[src/rtl/ddr3_req_arbiter.sv]
// Two-port arbiter in front of the ddr3_core request port; tags request IDs with the source port
// and steers responses back by resp_id[15]. Define DDR3_ARB_FIXED_PRIO_EN for strict p0 priority.
module ddr3_req_arbiter #(
    parameter int MAX_OUTSTANDING = 4
) (
    input  logic         clk_i,
    input  logic         rst_i,
    input  logic [31:0]  p0_addr_i,
    input  logic [15:0]  p0_wr_i,
    input  logic         p0_rd_i,
    input  logic [15:0]  p0_req_id_i,
    input  logic [127:0] p0_write_data_i,
    output logic         p0_accept_o,
    output logic         p0_ack_o,
    output logic         p0_error_o,
    output logic [127:0] p0_read_data_o,
    output logic [15:0]  p0_resp_id_o,
    input  logic [31:0]  p1_addr_i,
    input  logic [15:0]  p1_wr_i,
    input  logic         p1_rd_i,
    input  logic [15:0]  p1_req_id_i,
    input  logic [127:0] p1_write_data_i,
    output logic         p1_accept_o,
    output logic         p1_ack_o,
    output logic         p1_error_o,
    output logic [127:0] p1_read_data_o,
    output logic [15:0]  p1_resp_id_o,
    output logic [31:0]  out_addr_o,
    output logic [15:0]  out_wr_o,
    output logic         out_rd_o,
    output logic [15:0]  out_req_id_o,
    output logic [127:0] out_write_data_o,
    input  logic         out_accept_i,
    input  logic         out_ack_i,
    input  logic         out_error_i,
    input  logic [127:0] out_read_data_i,
    input  logic [15:0]  out_resp_id_i
);
    localparam logic [3:0] MAX_Q = 4'(MAX_OUTSTANDING);

    typedef enum logic {ST_ARB, ST_LOCK} state_t;

    state_t     r_state;
    state_t     w_state_nxt;
    logic       r_lock;
    logic [3:0] r_out0;
    logic [3:0] r_out1;
    logic       w_req0;
    logic       w_req1;
    logic       w_winner;
    logic       w_grant;
    logic       w_gnt_req;
    logic       w_sel;
    logic       w_unused;

    assign w_req0 = ((|p0_wr_i) | p0_rd_i) & (r_out0 < MAX_Q);
    assign w_req1 = ((|p1_wr_i) | p1_rd_i) & (r_out1 < MAX_Q);

`ifdef DDR3_ARB_FIXED_PRIO_EN
    assign w_winner = ~w_req0 & w_req1;
`else
    logic r_rr;
    // On a tie the port that did not win last time goes next.
    assign w_winner = (w_req0 & w_req1) ? ~r_rr : (~w_req0 & w_req1);
`endif

    assign w_grant   = (r_state == ST_LOCK) ? r_lock : w_winner;
    assign w_gnt_req = w_grant ? w_req1 : w_req0;

    always_comb begin
        w_state_nxt = r_state;
        case (r_state)
            ST_ARB:  if (w_gnt_req & ~out_accept_i) w_state_nxt = ST_LOCK;
            ST_LOCK: if (out_accept_i)              w_state_nxt = ST_ARB;
            default:                                w_state_nxt = ST_ARB;
        endcase
    end

    always_ff @(posedge clk_i) begin
        if (rst_i) r_state <= ST_ARB;
        else       r_state <= w_state_nxt;
    end

    always_ff @(posedge clk_i) begin
        if (rst_i) begin
            r_lock <= 1'b0;
`ifndef DDR3_ARB_FIXED_PRIO_EN
            r_rr   <= 1'b1;
`endif
        end else begin
            if (r_state == ST_ARB) r_lock <= w_grant;
`ifndef DDR3_ARB_FIXED_PRIO_EN
            if (out_accept_i & w_gnt_req) r_rr <= w_grant;
`endif
        end
    end

    assign out_addr_o       = w_gnt_req ? (w_grant ? p1_addr_i : p0_addr_i) : 32'd0;
    assign out_wr_o         = w_gnt_req ? (w_grant ? p1_wr_i : p0_wr_i) : 16'd0;
    assign out_rd_o         = w_gnt_req & (w_grant ? p1_rd_i : p0_rd_i);
    assign out_req_id_o     = w_gnt_req ? {w_grant, (w_grant ? p1_req_id_i[14:0] : p0_req_id_i[14:0])} : 16'd0;
    assign out_write_data_o = w_gnt_req ? (w_grant ? p1_write_data_i : p0_write_data_i) : 128'd0;

    assign p0_accept_o = out_accept_i & ~w_grant & w_req0;
    assign p1_accept_o = out_accept_i &  w_grant & w_req1;

    assign w_sel          = out_resp_id_i[15];
    assign p0_ack_o       = out_ack_i & ~w_sel;
    assign p1_ack_o       = out_ack_i &  w_sel;
    assign p0_error_o     = out_error_i;
    assign p1_error_o     = out_error_i;
    assign p0_read_data_o = out_read_data_i;
    assign p1_read_data_o = out_read_data_i;
    assign p0_resp_id_o   = {1'b0, out_resp_id_i[14:0]};
    assign p1_resp_id_o   = {1'b0, out_resp_id_i[14:0]};

    // Upstream keeps bit 15 of its IDs clear; the port tag replaces it.
    assign w_unused = p0_req_id_i[15] ^ p1_req_id_i[15];

    // An ack at zero is ignored so a stale response after reset cannot wrap the count.
    always_ff @(posedge clk_i) begin
        if (rst_i) begin
            r_out0 <= 4'd0;
            r_out1 <= 4'd0;
        end else begin
            if (p0_accept_o & ~(p0_ack_o & (r_out0 != 4'd0)))      r_out0 <= r_out0 + 4'd1;
            else if (~p0_accept_o & p0_ack_o & (r_out0 != 4'd0))   r_out0 <= r_out0 - 4'd1;
            if (p1_accept_o & ~(p1_ack_o & (r_out1 != 4'd0)))      r_out1 <= r_out1 + 4'd1;
            else if (~p1_accept_o & p1_ack_o & (r_out1 != 4'd0))   r_out1 <= r_out1 - 4'd1;
        end
    end
endmodule

[config.mk]
export PLATFORM = sky130hd
export DESIGN_NAME = ddr3_req_arbiter
export DESIGN_NICKNAME = d
export VERILOG_FILES = /design/src/rtl/ddr3_req_arbiter.sv
export SDC_FILE = /design/constraint.sdc
export NUM_CORES = 1
export LEC_CHECK = 0
export CORE_AREA = 2 2 395 397
export DETAILED_ROUTE_END_ITERATION = 7
export DIE_AREA = 0 0 397 399
export PLACE_DENSITY_LB_ADDON = 0.15
export SLEW_MARGIN = 20
export SYNTH_ARGS = -nofsm -noshare
export SYNTH_HDL_FRONTEND = slang
export SYNTH_SLANG_ARGS = --single-unit
[constraint.sdc]
create_clock -name clk_i -period 5.3 [get_ports clk_i]
set_input_delay 1.06 -clock clk_i [delete_from_list [all_inputs] [get_ports clk_i]]
set_output_delay 1.06 -clock clk_i [all_outputs]
set_load 0.1 [all_outputs]
Word-level counts from Yosys, hierarchy flattened
Cells that the tools add are included.
Widths: inputs -> output; s select.

storage, ports and cells
  memories = 0
  output and inout bits = 487
  latch bits = 0
  input bits = 535
  logic and storage cells = 69
  RAM bits = 0
  memory bits (read-only) = 0
  register bits after elaboration = 11

cells by class
  shifts and indexed selects = 0
  div/mod/pow operators = 0
  $mul = 0
  equality and inequality tests = 0
  mux-type cells = 19
  magnitude comparators = 2
  $add $sub $neg = 4
  bitwise operators = 33
  reductions and logical operators = 6

operator list
  kind                 number
  $mux 128             2
  $mux 32              2
  $mux 16              3
  $reduce_or 16->1     2
  $and 1x1->1          21
  $mux 4               4
  $mux 15              1
  $not 1->1            10
  $add 4x1->4 const B  2
  $lt 4x3->1 const B   2
  $reduce_bool 4->1    2
  $sub 4x1->4 const B  2
  $mux 1               6
  $reduce_bool 2->1    2
  $or 1x1->1           2
  $pmux 1 s2           1

Logic depth before layout (Yosys ltp)
Gate-level depths: netlist of run 1.

  depth in word-level cells = 15
  depth in mapped cells = 12
  gate-level depth less buffers = 12

Worst setup path after synthesis of run 1
No wires, ideal clock.

  kind = input to output
  start = in p0_wr_i[6]
  end = out out_write_data_o[100]
  data arrival time = 3.846 ns
  required time = 4.240 ns
  setup slack = 0.394 ns
  buffers on the path = 2
  stages on the path = 8
  path through = nor4_1 and4_1 a21oi_1 o31ai_2 buf_4 buf_2 nand2_1 a21oi_1

between the ends
  word-level cells in the longest chain between the ends = 9
  elaborated cells between the ends (all ways) = 11
  those cells by class = 5 x mux; 5 x bitwise; 1 x reduce/logical

RTL lines
  what                                line     text
  start: declaration                  9        input logic [15:0] p0_wr_i,
  $reduce_or 16->1 *                  56       assign w_req0 = ((|p0_wr_i) | p0_rd_i) & (r_out0 < MAX_Q);
  $or 1x1->1 *                        56
  $and 1x1->1 *                       56
  $not 1->1                           64       assign w_winner = (w_req0 & w_req1) ? ~r_rr : (~w_req0 & w_req1);
  $and 1x1->1                         64
  $mux 1                              64
  $mux 1                              67       assign w_grant = (r_state == ST_LOCK) ? r_lock : w_winner;
  $mux 128 or $mux 1 (tied branches)  102, 68
  $mux 128 *                          102      assign out_write_data_o = w_gnt_req ? (w_grant ? p1_write_data_i : p0_write_data_i) : 128'd0;
  end: declaration                    32       output logic [127:0] out_write_data_o,

Mark *: on every way between the ends. The rest lies on a longest branch, timed or not.

Worst setup path in the final report of run 1
  start = in p1_wr_i[6]
  end = out out_write_data_o[63]

between the ends
  word-level cells in the longest chain between the ends = 8
  elaborated cells between the ends (all ways) = 10
  those cells by class = 5 x mux; 4 x bitwise; 1 x reduce/logical

RTL lines
  what                                line     text
  start: declaration                  19       input logic [15:0] p1_wr_i,
  $reduce_or 16->1 *                  57       assign w_req1 = ((|p1_wr_i) | p1_rd_i) & (r_out1 < MAX_Q);
  $or 1x1->1 *                        57
  $and 1x1->1 *                       57
  $and 1x1->1                         64
  $mux 1                              64
  $mux 1                              67
  $mux 128 or $mux 1 (tied branches)  102, 68
  $mux 128 *                          102

Marked as above.

==> results of run 1 <==
area by class of cell:
type                    count  share of cell area (%)
well taps                2044                    17.2
clock buffers               4                   0.530
inverters                   4                   0.101
diodes                      1                  0.0168
multi-input cells         674                    21.0
repair buffers            693                    59.7
flip-flops and latches     11                    1.48
worst register-to-register path, stage by stage (launching register included):
cell,delay (ns)
dfxtp_1,0.34
nor2_1,0.24
o21ai_2,0.12
buf_4,0.15
buf_4,0.13
o31ai_1,0.60
inv_1,0.22
nand2_1,0.18
ha_1,0.25
a21o_1,0.17
a21oi_1,0.19
nor2_1,0.06
mux2i_1,0.16
mux2_2,0.35
Yosys cell counts (5+ instances only):
library cell	number
nor2_1	14
buf_2	42
nor2b_1	7
nand2_1	389
nand2b_1	5
buf_4	309
dfxtp_1	11
a21oi_1	197
nor4_1	6
mux2_2	5
logic make-up (layout without fill, tap and decap cells):
| family | after synthesis | count (layout) | share of synthesized area, % |
|---|---|---|---|
| compound gates | 216 | 216 | 19.3 |
| xor+xnor | 3 | 3 | 0.447 |
| fa+ha+maj | 6 | 6 | 1.53 |
| buf+inv | 359 | 701 | 43.8 |
| flops | 11 | 11 | 3.75 |
| mux | 9 | 9 | 1.64 |
| other cells | 1 | 3 | 0.0639 |
| simple gates | 438 | 438 | 29.4 |
per-layer routing:
layer  vias up  track usage (%)  wire, um  share of wire, %
met5         -            0.424       177              0.25
met4        14            0.543      1030               1.5
met3       107             4.67      9240                13
met2       686             14.9     34700                49
met1      3421             8.94     25600                36
li1       3740                -         -                 -
layout by cell type (no fill, tap or decap), types with 2 or more instances in the layout:
cell	netlist	final
conb_1	1	2
o21ai_0	3	3
inv_1	4	4
dfxtp_1	11	11
nor2_1	14	14
a21boi_0	2	2
xnor2_1	2	2
mux2i_1	4	4
nand3_1	2	2
nor2b_1	7	7
nor4_1	6	3
nor3_1	3	3
nor4_2	0	3
or3_1	3	3
a21o_1	2	2
fa_1	2	2
and2_1	4	4
buf_12	0	216
nand2_1	389	388
clkdlybuf4s50_1	0	387
a21oi_1	197	197
nand2b_1	5	5
o31ai_1	2	2
clkbuf_16	0	3
buf_4	309	89
ha_1	4	4
nand4_1	2	2
mux2_2	5	5
per-stage QoR:
stage | worst slack (ns) | util, %
6_report | 0.184 | 9.68
5_1_grt | 0.0166 | 9.68
4_1_cts | 0.0418 | 9.67
3_5_place_dp | -0.0711 | 9.61
3_3_place_gp | -0.0703 | 9.61
2_1_floorplan | 0.394 | -
worst min path at each step:
stage	startpoint	to	cells past startpoint	slack [ns]
final	r_out1[2]	r_out1[2]	2	0.50
after detailed placement	r_out1[2]	r_out1[2]	2	0.52
after global routing	r_out1[2]	r_out1[2]	2	0.54
after global placement	r_out1[2]	r_out1[2]	2	0.50
after CTS	r_out1[2]	r_out1[2]	2	0.52
after floorplan	r_out1[2]	r_out1[2]	2	0.46
sequential cells by signal, indices dropped and copies added (netlist names):
signal   count
r_out0       4
r_out1       4
r_lock       1
r_rr         1
r_state      1
what timing repair did:
action                                  in CTS  in global routing
resized for setup                            2                  3
endpoints found under the setup margin       4                 10
hold buffers                                 0                  0
pin swaps                                    0                  0
==> key figures, run 1 <==
Clock network
  • Clk pin slew, worst setup/hold paths: 0.05 ns
  • Total CTS buffers: 3
  • TritonCTS clock tree: done
  • Clock Sink Count: 11
  • Root Buffer: clkbuf_16
  • Post-CTS Repair Setup Buffers: 0
  • CTS max path bufs: 2
  • H-tree levels: 1
  • Skew-Pair Late Insertion Delay: 0.24 ns

Yosys
  • Synth area leaders: buf_4 39%, nand2_1 25%, a21oi_1 17%
  • Leading area contributor after synthesis: buf_4
  • Top-area cell type share of the netlist area: 39.5%
  • Synth Area per Inst: 5.63 um2
  • Seq cells post-synth: 11
  • Synthesis Warnings: 0
  • Mapped Area: 0.00587 mm2
  • Number of synthesized flops with an enable pin: 0
  • Mapped Cells: 1043
  • Synth Flop Type: dfxtp_1
  • Sequential area share after synthesis: 3.75%
  • Share of synthesized registers carrying an async set or reset: 0%
  • Synth unique cells: 40

Route
  • DRT Pass-1 Iters: 4
  • Post-DR wirelength/cell: 20.6 um
  • Post-DRT Antenna Nets: 0
  • Vias: 7968
  • Via-per-instance ratio: 2.32
  • Total wire length: 70.8 mm
  • Remaining DRCs: 0
  • Iteration-0 DRC Markers: 230

Layout
  • Seq. cell area: 220 um2
  • Fillcell total: 17938
  • Layout cells sized above 1: 23.2%
  • Multi-input combinational cell area: 0.00312 mm2
  • Synth-to-layout area growth: 153%
  • Post-Layout Cell Count: 3431
  • Final Instance Area: 0.0149 mm2
  • Layout Nets: 1928

Worst setup path
  • Crit path max-delay cell type: clkdlybuf4s50_1
  • Crit path buffers/inverters: 9
  • Crit-path leading delay family: buffers and inverters
  • Crit path top cell by count: buf_4
  • Setup CP Type: in -> out
  • Reg2reg path depth: 13
  • Critical Path AT: 4.06 ns
  • Required @ worst endpoint: 4.24 ns
  • R2r setup slk: 2.05 ns
  • CP endpoint kind: output pin
  • CP peak stage delay: 0.61 ns
  • Reg2reg end: r_out0[3]
  • Crit path depth: 15
  • Worst R2R Start: r_out1[2]
  • Worst setup SP type: primary input
  • Crit-path cells: clkdlybuf4s50_1 > nor4_2 > buf_4 > nand4_1 > buf_4 > o21ai_2 > buf_4 > o31ai_4 > buf_12 > buf_12 > buf_4 > nand2_1 > a21oi_1 > buf_4 > buf_12
  • Crit-path max FO: 13
  • Worst Setup SP: p1_wr_i[6]
  • CP Capture Point: out_write_data_o[63]

Timing
  • Final Hold Violating Endpoints: 0
  • Hold Slack: 0.504 ns
  • Post-Route Skew: 0.00271 ns
  • Slew @ Worst Pin: 0.736 ns
  • Setup TNS: 0 ns
  • Max-slew headroom: 50.5%
  • Slew Viols, Final: 0
  • RSZ-0062 raised after global routing: false
  • Final setup viols: 0
  • Final period demand of the worst path: 5.12 ns
  • Tcrit/Tclk final: 96.5%
  • Max Fclk: 195 MHz

GRT
  • Total congestion overflow: 0
  • First-pass GRT wire length: 88.2 mm
  • Vias in the first global route: 8369
  • Antenna violations before repair: 44
  • Largest net degree at the start of global routing: 45
  • Global Route Usage Sum: 8.39%

Floorplanning
  • Die Width: 397 um
  • Core Footprint: 0.154 mm2
  • Die H: 399 um
  • Top Ports: 1022
  • Initial Utilization: 3.82%
  • Cell Rows: 144
  • Die Area: 0.158 mm2

Placed design
  • Final HPWL from detailed placement: 65.0 mm
  • IO Port Bufs: 585
  • Gpl congestion: 0.759
  • Cell count after placement: 3426
  • Placed standard-cell area: 0.0148 mm2

Hold path
  • Hold Path Class: reg -> reg

Status
  • Status: finished, final reports clean

Job
  • Max-cap violations: 0
Power of run 1 is not shown: default switching activity piles up to over one toggle a cycle in this logic, so the estimate is an artifact.
==> run 2: changes to the inputs <==
- ABC_CLOCK_PERIOD_IN_PS: not set -> 5300
==> results of run 2 <==
Final layout, timing and power as in run 1 (identical DEF).
Power of run 2 is left out for the same reason.
